### src/rtl/ppu_pkg.sv
// Shared constants for the PPU scan-out path: pixel format, sync polarity, default blanking.
// PPU_SCANOUT_DOUBLE_EN selects 2x pixel/line doubling (SCALE=2); undefined gives SCALE=1.
package ppu_pkg;

    localparam int unsigned BPP          = 4;
    localparam int unsigned PIX_PER_WORD = 8;

    localparam logic SYNC_ACT = 1'b0;

    localparam int unsigned H_FRONT_DEF = 8;
    localparam int unsigned H_SYNC_DEF  = 16;
    localparam int unsigned H_BACK_DEF  = 8;
    localparam int unsigned V_FRONT_DEF = 2;
    localparam int unsigned V_SYNC_DEF  = 2;
    localparam int unsigned V_BACK_DEF  = 4;

`ifdef PPU_SCANOUT_DOUBLE_EN
    localparam int unsigned SCALE = 2;
`else
    localparam int unsigned SCALE = 1;
`endif
    localparam int unsigned SCALE_SH = (SCALE == 2) ? 1 : 0;

    // Maps "sync asserted" onto the pin level.
    function automatic logic sync_level(input logic asserted);
        return asserted ? SYNC_ACT : ~SYNC_ACT;
    endfunction

endpackage

### src/rtl/ppu_timing.sv
// Raster counters plus combinational decode of active video, syncs, frame irq and the
// fetch/load/shift strobes that pace VRAM reads (scale from ppu_pkg, PPU_SCANOUT_DOUBLE_EN).
module ppu_timing
    import ppu_pkg::*;
#(
    parameter int unsigned FB_W      = 128,
    parameter int unsigned FB_H      = 128,
    parameter int unsigned H_FRONT   = H_FRONT_DEF,
    parameter int unsigned H_SYNC    = H_SYNC_DEF,
    parameter int unsigned H_BACK    = H_BACK_DEF,
    parameter int unsigned V_FRONT   = V_FRONT_DEF,
    parameter int unsigned V_SYNC    = V_SYNC_DEF,
    parameter int unsigned V_BACK    = V_BACK_DEF,
    parameter int unsigned CNT_WIDTH = 10
) (
    input  logic                 clk,
    input  logic                 rst_n,
    output logic                 active_c,
    output logic                 hsync_n_c,
    output logic                 vsync_n_c,
    output logic                 frame_irq_c,
    output logic                 fetch_stb_c,
    output logic [CNT_WIDTH-1:0] fetch_row_c,
    output logic [CNT_WIDTH-1:0] fetch_k_c,
    output logic                 load_stb_c,
    output logic                 shift_stb_c
);

    localparam int unsigned CW       = CNT_WIDTH;
    localparam int unsigned CW1      = CNT_WIDTH + 1;
    localparam int unsigned H_ACT    = FB_W * SCALE;
    localparam int unsigned V_ACT    = FB_H * SCALE;
    localparam int unsigned H_TOTAL  = H_ACT + H_FRONT + H_SYNC + H_BACK;
    localparam int unsigned V_TOTAL  = V_ACT + V_FRONT + V_SYNC + V_BACK;
    localparam int unsigned HS_START = H_ACT + H_FRONT;
    localparam int unsigned HS_END   = HS_START + H_SYNC;
    localparam int unsigned VS_START = V_ACT + V_FRONT;
    localparam int unsigned VS_END   = VS_START + V_SYNC;
    localparam int unsigned P        = PIX_PER_WORD * SCALE;
    localparam int unsigned PSH      = $clog2(P);

    logic [CW-1:0]  h_q, h_d, v_q, v_d;
    logic [CW-1:0]  v_nxt;
    logic [CW-1:0]  fetch_line;
    logic [CW1-1:0] hp3, hp1;
    logic           fetch_mid, fetch_wrap, load_mid, load_wrap;

    // Free-running raster position; v advances on h wrap.
    always_comb begin
        h_d   = h_q + CW'(1);
        v_d   = v_q;
        v_nxt = (v_q == CW'(V_TOTAL - 1)) ? '0 : v_q + CW'(1);
        if (h_q == CW'(H_TOTAL - 1)) begin
            h_d = '0;
            v_d = v_nxt;
        end
    end

    // Reset lands 4 clocks before line 0 so the row-0 word-0 fetch precedes the first pixel.
    always_ff @(posedge clk) begin
        if (!rst_n) begin
            h_q <= CW'(H_TOTAL - 4);
            v_q <= CW'(V_TOTAL - 1);
        end else begin
            h_q <= h_d;
            v_q <= v_d;
        end
    end

    // Word k shows from h=P*k: address at P*k-3, data load at P*k-1; k=0 wraps into blanking.
    always_comb begin
        hp3         = CW1'(h_q) + CW1'(3);
        hp1         = CW1'(h_q) + CW1'(1);
        fetch_mid   = (hp3[PSH-1:0] == '0) && (hp3 >= CW1'(P)) && (hp3 < CW1'(H_ACT));
        fetch_wrap  = (h_q == CW'(H_TOTAL - 3));
        load_mid    = (hp1[PSH-1:0] == '0) && (hp1 >= CW1'(P)) && (hp1 < CW1'(H_ACT));
        load_wrap   = (h_q == CW'(H_TOTAL - 1));
        fetch_line  = fetch_wrap ? v_nxt : v_q;

        active_c    = (h_q < CW'(H_ACT)) && (v_q < CW'(V_ACT));
        hsync_n_c   = sync_level((h_q >= CW'(HS_START)) && (h_q < CW'(HS_END)));
        vsync_n_c   = sync_level((v_q >= CW'(VS_START)) && (v_q < CW'(VS_END)));
        frame_irq_c = (h_q == '0) && (v_q == CW'(V_ACT));
        fetch_stb_c = fetch_mid || fetch_wrap;
        fetch_k_c   = fetch_mid ? CW'(hp3 >> PSH) : '0;
        fetch_row_c = CW'(fetch_line >> SCALE_SH);
        load_stb_c  = load_mid || load_wrap;
        shift_stb_c = ((h_q & CW'(SCALE - 1)) == CW'(SCALE - 1));
    end

endmodule

### src/rtl/ppu_scanout.sv
// Video scan-out: paces VRAM reads and serialises 32-bit words into 4-bit palette indices
// with aligned de/syncs/frame_irq. PPU_SCANOUT_DOUBLE_EN enables 2x pixel and line doubling.
module ppu_scanout
    import ppu_pkg::*;
#(
    parameter int unsigned ADDR_WIDTH = 13,
    parameter int unsigned DATA_WIDTH = 32,
    parameter int unsigned FB_W       = 128,
    parameter int unsigned FB_H       = 128,
    parameter int unsigned H_FRONT    = H_FRONT_DEF,
    parameter int unsigned H_SYNC     = H_SYNC_DEF,
    parameter int unsigned H_BACK     = H_BACK_DEF,
    parameter int unsigned V_FRONT    = V_FRONT_DEF,
    parameter int unsigned V_SYNC     = V_SYNC_DEF,
    parameter int unsigned V_BACK     = V_BACK_DEF,
    parameter int unsigned CNT_WIDTH  = 10
) (
    input  logic                  clk,
    input  logic                  rst_n,
    output logic [ADDR_WIDTH-1:0] addr_ppu,
    input  logic [DATA_WIDTH-1:0] out_ppu,
    output logic [BPP-1:0]        pix,
    output logic                  de,
    output logic                  hsync_n,
    output logic                  vsync_n,
    output logic                  frame_irq
);

    localparam int unsigned WORDS_PER_ROW = FB_W / PIX_PER_WORD;

    logic                  active_c, hsync_n_c, vsync_n_c, frame_irq_c;
    logic                  fetch_stb_c, load_stb_c, shift_stb_c;
    logic [CNT_WIDTH-1:0]  fetch_row_c, fetch_k_c;

    logic [ADDR_WIDTH-1:0] addr_q, addr_d;
    logic [DATA_WIDTH-1:0] sh_q, sh_d;
    logic [BPP-1:0]        pix_q, pix_d;
    logic                  de_q, de_d, hs_q, hs_d, vs_q, vs_d, irq_q, irq_d;
    logic [31:0]           word_idx;

    ppu_timing #(
        .FB_W      (FB_W),
        .FB_H      (FB_H),
        .H_FRONT   (H_FRONT),
        .H_SYNC    (H_SYNC),
        .H_BACK    (H_BACK),
        .V_FRONT   (V_FRONT),
        .V_SYNC    (V_SYNC),
        .V_BACK    (V_BACK),
        .CNT_WIDTH (CNT_WIDTH)
    ) u_timing (
        .clk         (clk),
        .rst_n       (rst_n),
        .active_c    (active_c),
        .hsync_n_c   (hsync_n_c),
        .vsync_n_c   (vsync_n_c),
        .frame_irq_c (frame_irq_c),
        .fetch_stb_c (fetch_stb_c),
        .fetch_row_c (fetch_row_c),
        .fetch_k_c   (fetch_k_c),
        .load_stb_c  (load_stb_c),
        .shift_stb_c (shift_stb_c)
    );

    // Blank-line rows run past the framebuffer; the address simply wraps at ADDR_WIDTH.
    always_comb begin
        word_idx = 32'(fetch_row_c) * 32'(WORDS_PER_ROW) + 32'(fetch_k_c);
        addr_d   = addr_q;
        sh_d     = sh_q;
        if (fetch_stb_c) begin
            addr_d = ADDR_WIDTH'(word_idx << 2);
        end
        if (load_stb_c) begin
            sh_d = out_ppu;
        end else if (shift_stb_c) begin
            sh_d = sh_q >> BPP;
        end
        pix_d = active_c ? sh_q[BPP-1:0] : '0;
        de_d  = active_c;
        hs_d  = hsync_n_c;
        vs_d  = vsync_n_c;
        irq_d = frame_irq_c;
    end

    always_ff @(posedge clk) begin
        if (!rst_n) begin
            addr_q <= '0;
            sh_q   <= '0;
            pix_q  <= '0;
            de_q   <= 1'b0;
            hs_q   <= ~SYNC_ACT;
            vs_q   <= ~SYNC_ACT;
            irq_q  <= 1'b0;
        end else begin
            addr_q <= addr_d;
            sh_q   <= sh_d;
            pix_q  <= pix_d;
            de_q   <= de_d;
            hs_q   <= hs_d;
            vs_q   <= vs_d;
            irq_q  <= irq_d;
        end
    end

    assign addr_ppu  = addr_q;
    assign pix       = pix_q;
    assign de        = de_q;
    assign hsync_n   = hs_q;
    assign vsync_n   = vs_q;
    assign frame_irq = irq_q;

endmodule

### config.mk
export PLATFORM = sky130hd
export DESIGN_NAME = ppu_scanout
export DESIGN_NICKNAME = d
export VERILOG_FILES = /design/src/rtl/ppu_pkg.sv /design/src/rtl/ppu_timing.sv /design/src/rtl/ppu_scanout.sv
export SDC_FILE = /design/constraint.sdc
export NUM_CORES = 1
export LEC_CHECK = 0
export ABC_AREA = 0
export CORE_MARGIN = 1
export CORE_UTILIZATION = 30
export DETAILED_ROUTE_END_ITERATION = 7
export HOLD_SLACK_MARGIN = 0.05
export PLACE_DENSITY = 0.56
export SLEW_MARGIN = 15
export SYNTH_ARGS = -nofsm -noshare
export SYNTH_HDL_FRONTEND = slang
export SYNTH_SLANG_ARGS = --single-unit
### constraint.sdc
create_clock -name clk -period 4.9 [get_ports clk]
set_input_delay 1.225 -clock clk [delete_from_list [all_inputs] [get_ports clk]]
set_output_delay 1.225 -clock clk [all_outputs]
set_load 0.02 [all_outputs]
=== After elaboration in Yosys (flattened, before gate mapping) ===
Cells that the tools add are included.

* Reductions and logical operators: 16
* Equal/unequal tests: 4
* $mul: 0
* Bitwise gates (word level): 1
* Magnitude comparators: 10
* Div/mod/pow operators: 0
* Add/sub/neg operators: 5
* Shift-type cells: 0
* Multiplexer cells: 7

{| class="wikitable"
|+ Operators with widths
! operator !! number
|-
| 10-bit by 8-bit equality test with 1-bit output (second input constant) || 4
|-
| 10-bit by 8-bit less-than comparator with 1-bit output (second input constant) || 4
|-
| 28-bit two-way mux || 1
|-
| 11-bit by 4-bit greater-or-equal comparator with 1-bit output (second input constant) || 2
|-
| 11-bit by 8-bit less-than comparator with 1-bit output (second input constant) || 2
|-
| 10-bit by 1-bit adder with 10-bit output (second input constant) || 2
|-
| 10-bit by 8-bit greater-or-equal comparator with 1-bit output (second input constant) || 2
|-
| 8-bit two-way mux || 2
|-
| 10-bit by 1-bit adder with 11-bit output (second input constant) || 1
|-
| 10-bit by 2-bit adder with 11-bit output (second input constant) || 1
|-
| 11-bit by 10-bit adder with 11-bit output || 1
|-
| 10-bit logical NOT || 1
|-
| 10-bit two-way mux || 1
|-
| 1-bit logical AND || 8
|-
| 7-bit two-way mux || 1
|-
| 3-bit logical NOT || 2
|-
| 2-bit AND reduction || 2
|-
| 1-bit logical OR || 2
|-
| 1-bit two-way mux || 2
|-
| 2-bit OR reduction || 1
|-
| 1-bit inverter || 1
|}

* Memory bits (read-only): 0
* Flip-flop bits (word level): 71
* Logic and storage cells: 54
* Output and inout port bits: 21
* Memories kept: 0
* Memory bits (writable): 0
* Latch bits: 0

=== Longest topological paths before layout ===
Gate-level depths: netlist of the first run.

* Depth after elaboration: 6
* Depth in mapped cells: 15

=== Modules after synthesis ===
From an unflattened synthesis of the first run, not the netlist that was laid out.

* Cells, all modules: 477
* Area, all modules: 4037.6 um^2

{| class="wikitable"
|+ By module, submodules not included
! module !! cells each !! times used !! seq. area each (um^2) !! area each (um^2)
|-
| ppu_scanout || 258 || 1 || 1021.0 || 2381.0
|-
| ppu_timing || 219 || 1 || 400.4 || 1656.6
|}

=== Worst setup path before layout of the first run ===
OpenSTA, ideal clock, no wires.

* Kind: register -> register
* Start: reg u_timing.h_q[5]
* End: reg addr_q[9], in the netlist addr_ppu[9]
* Path buffers: 3
* Cell stages (with the launch flop): 12
* Library setup time: 0.128 ns
* Path slack: 2.496 ns
* Data arrival time: 2.277 ns
* Clock period less this slack: 2.404 ns
* Path through: dfxtp_1 > buf_2 > nand4bb_1 > or3_1 > clkbuf_1 > clkbuf_1 > o21ai_0 > o41ai_1 > ha_1 > xnor2_1 > mux2i_1 > nor2_1

* Word-level cells in the longest chain between the ends: 6
* Elaborated cells on any way between the ends: 10
* Classes of those cells: 2 x add/sub; 2 x order compare; 1 x eq/ne; 2 x mux; 3 x reduce/logical

{| class="wikitable"
|+ RTL lines
! what !! RTL line !! RTL
|-
| start, declared || ppu_timing.sv:42 || <nowiki>logic [CW-1:0] h_q, h_d, v_q, v_d;</nowiki>
|-
| start signal, assigned || ppu_timing.sv:62 || <nowiki>h_q <= CW'(H_TOTAL - 4);</nowiki>
|-
| 10-bit by 2-bit adder with 11-bit output || ppu_timing.sv:72 || <nowiki>hp3 = CW1'(h_q) + CW1'(3);</nowiki>
|-
| 11-bit by 4-bit greater-or-equal comparator with 1-bit output || ppu_timing.sv:74 || <nowiki>fetch_mid = (hp3[PSH-1:0] == '0) && (hp3 >= CW1'(P)) && (hp3 < CW1'(H_ACT));</nowiki>
|-
| 1-bit logical AND (2 in series) || ppu_timing.sv:74 ||
|-
| 8-bit two-way mux || ppu_timing.sv:85 || <nowiki>fetch_k_c = fetch_mid ? CW'(hp3 >> PSH) : '0;</nowiki>
|-
| 11-bit by 10-bit adder with 11-bit output || ppu_scanout.sv:67 || <nowiki>word_idx = 32'(fetch_row_c) * 32'(WORDS_PER_ROW) + 32'(fetch_k_c);</nowiki>
|-
| end signal, assigned || ppu_scanout.sv:95 || <nowiki>addr_q <= addr_d;</nowiki>
|-
| end, declared || ppu_scanout.sv:35 || <nowiki>logic [ADDR_WIDTH-1:0] addr_q, addr_d;</nowiki>
|}

Several ways; a longest one is shown, not always the timed one.
A chain may end at the register's enable or synchronous reset.

=== Worst setup path after layout of the first run ===
* Start: in rst_n
* End: reg pix_q[1], in the netlist pix[1]

* Word-level cells in the longest chain between the ends: 1

{| class="wikitable"
|+ RTL lines
! what !! RTL line !! RTL
|-
| start, declared || ppu_scanout.sv:19 || <nowiki>input logic rst_n,</nowiki>
|-
| 2-bit AND reduction (no source line) || - ||
|-
| end signal, assigned || ppu_scanout.sv:97 || <nowiki>pix_q <= pix_d;</nowiki>
|-
| end, declared || ppu_scanout.sv:37 || <nowiki>logic [BPP-1:0] pix_q, pix_d;</nowiki>
|}

Every way passes these cells.

==> run summary, run 1 <==
The critical path contains buffers and inverters numbering 2 combined. Setup violations remaining at the end of the flow were counted as 0. The critical path goes through buf_2 -> inv_1 -> or2_2 -> nor4_1 -> and2_1. STA classifies the critical path endpoint as a flop. Power spread over the standard cell area amounts to 328 mW/mm^2.

Number of top-level pins: 55. After detailed placement, the design holds a cell count of 685. Setup repair after global routing left no endpoint under its margin. Via count of the first global-routing pass: 3,508. The share of synthesized area occupied by flip-flops and latches is 34.5%, and the insertion delay to the later sink of the worst-skew pair is 350 ps. By count the netlist is led by 71 x dfxtp_1, 54 x nand2_1, 40 x and3_1. Number of buffers added to fix hold violations after cts: 0. The area growth from synthesis to layout is 22.3%, and the overall power of the completed layout is 1.65 mW. The clock period could shrink to 3170 ps. Among all cell types in the netlist, the one instantiated most often is dfxtp_1. The tools report the number of max-cap violations as 0.

The logs give 5190 ps for the required arrival time at the worst endpoint and 275 for the iteration-0 DRC count of the detailed router. The slowest stage of the critical path is the buf_2 cell. After technology mapping, the gate count stands at 491. Entering global routing, the biggest net connects 58 pins. The initial utilization of the core area, before any placement, comes to 31.0%. After detailed routing, the total wire length is 10,100 um.

Yosys attributes the largest share of cell area to dfxtp_1 34%, a32o_1 6.8%, and3_1 6.1%. The synthesized design contains 71 register bits. The post-route antenna net violation count was 0; the filler-free cell count of the finished design was 701. The wire-length estimate of the detail-placed layout is 6660 um. The die is 119 um tall. The tools report the final count of hold timing violations as 0. The setup path with the least slack is of type in2reg. Of the total power, the share spent switching nets is 29.3%. The run gives 0 as the post-cts resize count.

Averaged over all synthesized cells, the footprint is 8.39 um^2. In the finished design, the share of the clock period the worst path needs comes to 64.8%. Measured along the x axis, the die boundary spans 119 um.

The flow ran to the end, and the final reports show no timing, DRC or antenna violations. For the pin with the worst max-slew slack, the measured transition is 762 ps. For the final routed database, the setup TNS stands at 0 ps. The number of library cell types mapped by synthesis was 60. After detailed routing, the number of remaining DRC violations is 0. The run gives 315 MHz as the peak clock frequency supported by timing. Routability-driven placement finished with a final weighted congestion of 0.823.

The largest total area in the synthesized netlist belongs to dfxtp_1. The internal power is 1.17 mW. The standard-cell row count came out at 42. TritonCTS built the clock tree. In the final layout, the share of cells above drive strength 1 is 7.43%. Between clock sinks in the finished design, the worst skew comes to 11.1 ps.

The tools report the final number of max-transition violations as 0. Counting every sink on the clock net gives 71. The class of the tightest hold or removal check was reg2reg. The total overflow left after global routing is 0.

0 antenna diodes ended up in the layout. Dominant register cell in the synthesized netlist: dfxtp_1. CTS placed an instance of clkbuf_16 at the clock tree root. The longest individual stage delay on the worst path came out at 590 ps.

Type of element launching the critical path: a primary input. The final layout contains 565 nets. The synthesized netlist occupies a cell area of 0.00412 mm^2.

The count of input and output buffers was 52; the H-tree depth was 3. Per report_power, the sequential group accounts for 39.2% of the total. The number of CTS-inserted buffers is 9. The cell family contributing the most delay on the critical path is simple AND/OR/NAND/NOR gates. The worst path arrival time is 3460 ps, and the worst-path maximum fanout is 49. The run gives 3,737 as the via count. The instance area after placement came out at 0.00473 mm^2.

The run gives 0.0142 mm^2 as the full die area. The share of total power dissipated in combinational logic is 20.2%. The initial antenna violation count was 0; the clock-pin transition on the worst setup and hold timing paths was 60 ps. The core region area came out at 0.0133 mm^2. Per report_power, the clock group accounts for 40.6% of the total. After synthesis, the largest area contributor takes up 34.5% of total cell area. Switching power summed over all nets: 485 uW.

Measured against its own limit, the worst slew margin works out to 49.2%. With fillers left out, the area of the finished cells amounts to 0.00504 mm^2. The static leakage was 2.20 nW; the number of setup buffers added after CTS was 0.

After detailed routing, the average wire length per cell comes to 14.4 um. The first TritonRoute pass finished after 5 iterations. The first global-routing pass estimated 16,900 um of wire. The number of enable-type register cells in the synthesized netlist was 0.

The total global-route track usage was 14.7%. The worst-case clock buffer depth was 2. For this run, asynchronously set or reset flops after synthesis account for 0%. The worst-case IR drop observed on VDD is 0.159 mV.

Average via count per standard cell: 5.33. The Yosys step of the flow raised 0 warnings.
through the flow:
stage	hold WS [ps]	worst slack (ps)	utilization, %
after floorplan	406	2500	-
after global placement	417	1460	35.6
after detailed placement	414	1360	35.6
after CTS	428	1710	37.9
after global routing	447	1450	37.9
final	427	1730	37.9
registers in the layout, summed over array words and instances, names as in the netlist:
| signal | count |
|---|---|
| sh_q | 32 |
| addr_ppu | 11 |
| u_timing.h_q | 10 |
| u_timing.v_q | 10 |
| pix | 4 |
| de | 1 |
| frame_irq | 1 |
| hsync_n | 1 |
| vsync_n | 1 |
worst paths after layout:
check / endpoint / from / depth (start not counted) / slack (ps)
max: pix[1] / rst_n / 5 / 1730
min: pix[0] / sh_q[0] / 1 / 430
max reg2reg: addr_ppu[9] / u_timing.h_q[3] / 8 / 2120
min reg2reg: pix[0] / sh_q[0] / 1 / 430
final cells by class:
cell class	instances	area, um^2
Fill cell	1341	8250
Multi-Input combinational cell	373	2510
Sequential cell	71	1420
Timing Repair Buffer	58	561
Clock buffer	10	239
Tap cell	176	220
Clock inverter	6	67.6
Inverter	7	26.3
logic make-up (layout without fill, tap and decap cells):
logic type	Yosys count	in the layout	share of synthesized area, %
and+or+nand+nor	217	217	28.2
AOI/OAI and AO/OA	108	108	21.3
DFF	71	71	34.5
buffers and inverters	53	81	5.83
xor gates and xnor gates	22	22	4.68
adders and majority gates	11	11	3.52
muxes	8	8	1.97
other	1	7	0.0910
routing by layer:
metal / routed length (um) / global-route usage, % / part of all wire, %
met1: 4530 / 18.1 / 45
met2: 4970 / 24.6 / 49
met3: 398 / 3.40 / 4.0
met4: 162 / 6.01 / 1.6
met5: 0 / 0 / 0
power groups by stage:
| stage | clock, mW | sequential (mW) | combinational (mW) |
|---|---|---|---|
| 6_report | 0.672 | 0.647 | 0.335 |
| 5_1_grt | 0.714 | 0.653 | 0.371 |
| 4_1_cts | 0.688 | 0.647 | 0.330 |
| 3_5_place_dp | 0 | 0.660 | 0.328 |
| 3_3_place_gp | 0 | 0.659 | 0.321 |
| 2_1_floorplan | 0 | 0.652 | 0.237 |
worst reg2reg max path: cells and delay by family (launching register included):
family | cells | cell delay, ps
flops | 1 | 700
simple gates | 3 | 930
xor+xnor | 1 | 170
fa+ha+maj | 1 | 350
mux | 1 | 140
compound gates | 2 | 360
layout by cell type (no fill, tap or decap), types with 13 or more instances in the layout:
cell type and instances:
dfxtp_1 71, nor2_1 37, nand2_1 54, a21oi_1 13, xnor2_1 13, nor3_1 29, a32o_1 28, a211o_1 28
and3_1 40, clkdlybuf4s50_1 51
Power figures use the tool's default switching activity.
==> run 2, diff against run 1 <==
Settings changed: PLACE_DENSITY 0.56 to 0.57.
Clock period 4.9 ns to 2.7 ns, I/O delays scaled along.
==> run 2 against run 1 <==
Net effect: largest power group unchanged; clock skew is 3.9 ps lower; die area stayed put; clock-buffer cell count is 1 higher; largest cell class unchanged; via count is 0.27% higher; worst hold slack worse by 1.8 ps; design area is 2.5% higher; utilization is 0.93 points higher.
==> run summary, run 2 (same netlist as run 1, synthesis figures left out) <==
Maximum clock skew at final layout: 7.22 ps (was 11.1 ps). The width of the die is 119 um (unchanged), and the core region area is 0.0133 mm^2 (unchanged). Utilization after layout: 38.8% (was 37.9%). The area growth from synthesis to layout works out to 25.3% (was 22.3%). Setup repair after global routing left no endpoint under its margin. The post-cts resize count was 0 (unchanged).

Final antenna diode count: 0 (unchanged). The endpoint type of the worst setup path is a flop (unchanged). The number of max-cap violations is 0 (unchanged). The time the final worst path needs with I/O delays and setup came out at 2430 ps. Post-route antenna net violation count: 0 (unchanged).

For the via count, the log shows 3,747 (was 3,737). The clock root buffer master was clkbuf_16 (unchanged). Via count of the first global-routing pass: 3,450 (was 3,508).

Type of the setup path with the least slack: reg2reg (was in2reg). The tools report the weighted congestion reported at the end of routability-driven placement as 0.871 (was 0.823). The tools report the final count of hold timing violations as 0 (unchanged).

Largest net degree at the start of global routing: 58 (unchanged). The power density of the placed cells is 584 mW/mm^2 (was 328 mW/mm^2). The logs give 340 ps (was 350 ps) for the insertion delay to the later sink of the worst-skew pair and 2.27 nW (was 2.20 nW) for the static leakage. Number of setup buffers added after CTS: 0 (unchanged).

The combined area of the multi-input logic cells was 0.00251 mm^2 (unchanged). The most common cell after layout, fill and taps aside was dfxtp_1 (unchanged). The layout filler cell count was 1,345 (was 1,341). The run gives 0 (unchanged) as the final global-route overflow total. The average via count per standard cell was 5.24 (was 5.33); the worst-path maximum fanout was 8 (was 49). Class of the tightest hold or removal check: reg2reg (unchanged). Instance area after placement: 0.00486 mm^2 (was 0.00473 mm^2).

The logic depth of the worst register-to-register path is 8 (unchanged), and the number of CTS-inserted buffers is 9 (unchanged). The share of post-route cells with drive strength above 1 was 9.65% (was 7.43%). The logs give 6 (was 5) for the detailed-routing iteration count for the pre-antenna-repair pass and 71 (unchanged) for the number of sinks on the clock net. The initial core utilization was 31.0% (unchanged); the total area of sequential cells was 0.00142 mm^2 (unchanged). For the post-route cell area, the log shows 0.00516 mm^2 (was 0.00504 mm^2). The final number of max-transition violations is 0 (unchanged), and the peak clock frequency supported by timing is 412 MHz. The die outline height was 119 um (unchanged); the standard-cell row count was 42 (unchanged).

The tools report the post-route DRC violation count as 0 (unchanged). The final routed wirelength across all metal layers was 9960 um (was 10,100 um). The total setup violations reported at the end of the flow was 0 (unchanged). The worst path arrival time came out at 2650 ps (was 3460 ps). Most frequent cells in the layout: 71 x dfxtp_1, 54 x nand2_1, 51 x clkdlybuf4s50_1, 40 x and3_1, 37 x nor2_1 (unchanged). The run finished with clean final reports. For the worst-case clock buffer depth, the log shows 2 (unchanged). The register with the most flip-flops is sh_q (unchanged).

The run gives 6820 um (was 6660 um) as the detailed placement HPWL. The logs give 0 ps (unchanged) for the total negative slack for setup checks and 0.268 mV (was 0.159 mV) for the worst supply voltage drop on vdd. The number of nets in the layout came out at 579 (was 565). The worst hold path stage count is 1 (unchanged), and the count of input and output buffers is 52 (unchanged).

The clock-pin transition on the worst setup and hold timing paths was 60 ps (about the same); the number of buffers added to fix hold violations after cts was 0 (unchanged). The run gives 231 (was 275) as the iteration-0 DRC count of the detailed router. The H-tree depth was 3 (unchanged); the routed wire length per instance was 13.9 um (was 14.4 um). Number of top-level pins: 55 (unchanged). The number of flip-flops in the largest register was 32 (unchanged). The tools report the full die area as 0.0142 mm^2 (unchanged). TritonCTS built the clock tree.

For the global-route wire length before repair, the log shows 16,800 um (was 16,900 um). The total global-route track usage came out at 14.7% (about the same). Of the available clock period, the critical path in the final layout requires 89.9%.

Type of element launching the critical path: a flop (was a primary input). The logs give 0 (unchanged) for the initial antenna violation count and 2920 ps (was 5190 ps) for the required arrival time at the worst endpoint.
## run 2: critical path: stages (launching register included)
cell and delay, ps:
dfxtp_1 470, ha_1 230, nand3_1 170, or3_1 460
nand2_1 100, o21ai_0 190, fa_1 500, mux2i_1 140
nor2_1 50
## run 2: path summary, 6_finish.rpt
check | startpoint | end | slack, ps
worst max register to register | u_timing.h_q[0] | addr_ppu[7] | 270
worst max-delay path | u_timing.h_q[0] | addr_ppu[7] | 270
worst min register to register | sh_q[1] | pix[1] | 430
worst min-delay path | sh_q[1] | pix[1] | 430
## run 2: final cells by class
cell class                 instances  area share, %
clock inverter                     5           1.11
inverter                           7          0.509
clock buffer                      11           4.70
tap                              176           4.26
multi-input combinational        373           48.5
timing repair buffer              72           13.4
sequential                        71           27.5
## run 2: report_power, final
part           internal (mW)  switching (mW)
Sequential              1.11          0.0540
Clock                  0.739           0.464
Combinational          0.300           0.352
## run 2: metrics by stage
| step | worst slack, ps | instances | power (mW) | hold WS, ps |
|---|---|---|---|---|
| floorplan | 296 | 497 | 1.61 | 406 |
| finish | 273 | 715 | 3.02 | 425 |
| detailed placement | 332 | 699 | 1.82 | 418 |
| global placement | 385 | 699 | 1.81 | 414 |
| global route | 79.5 | 715 | 3.16 | 438 |
| CTS | 309 | 715 | 3.03 | 431 |
## run 2: routing by layer
metal	part of all wire (%)	track usage, %	wire length [um]
met5	0	0	0
met4	1.8	6.41	176
met3	3.4	2.97	342
met2	48	23.9	4810
met1	46	18.6	4620
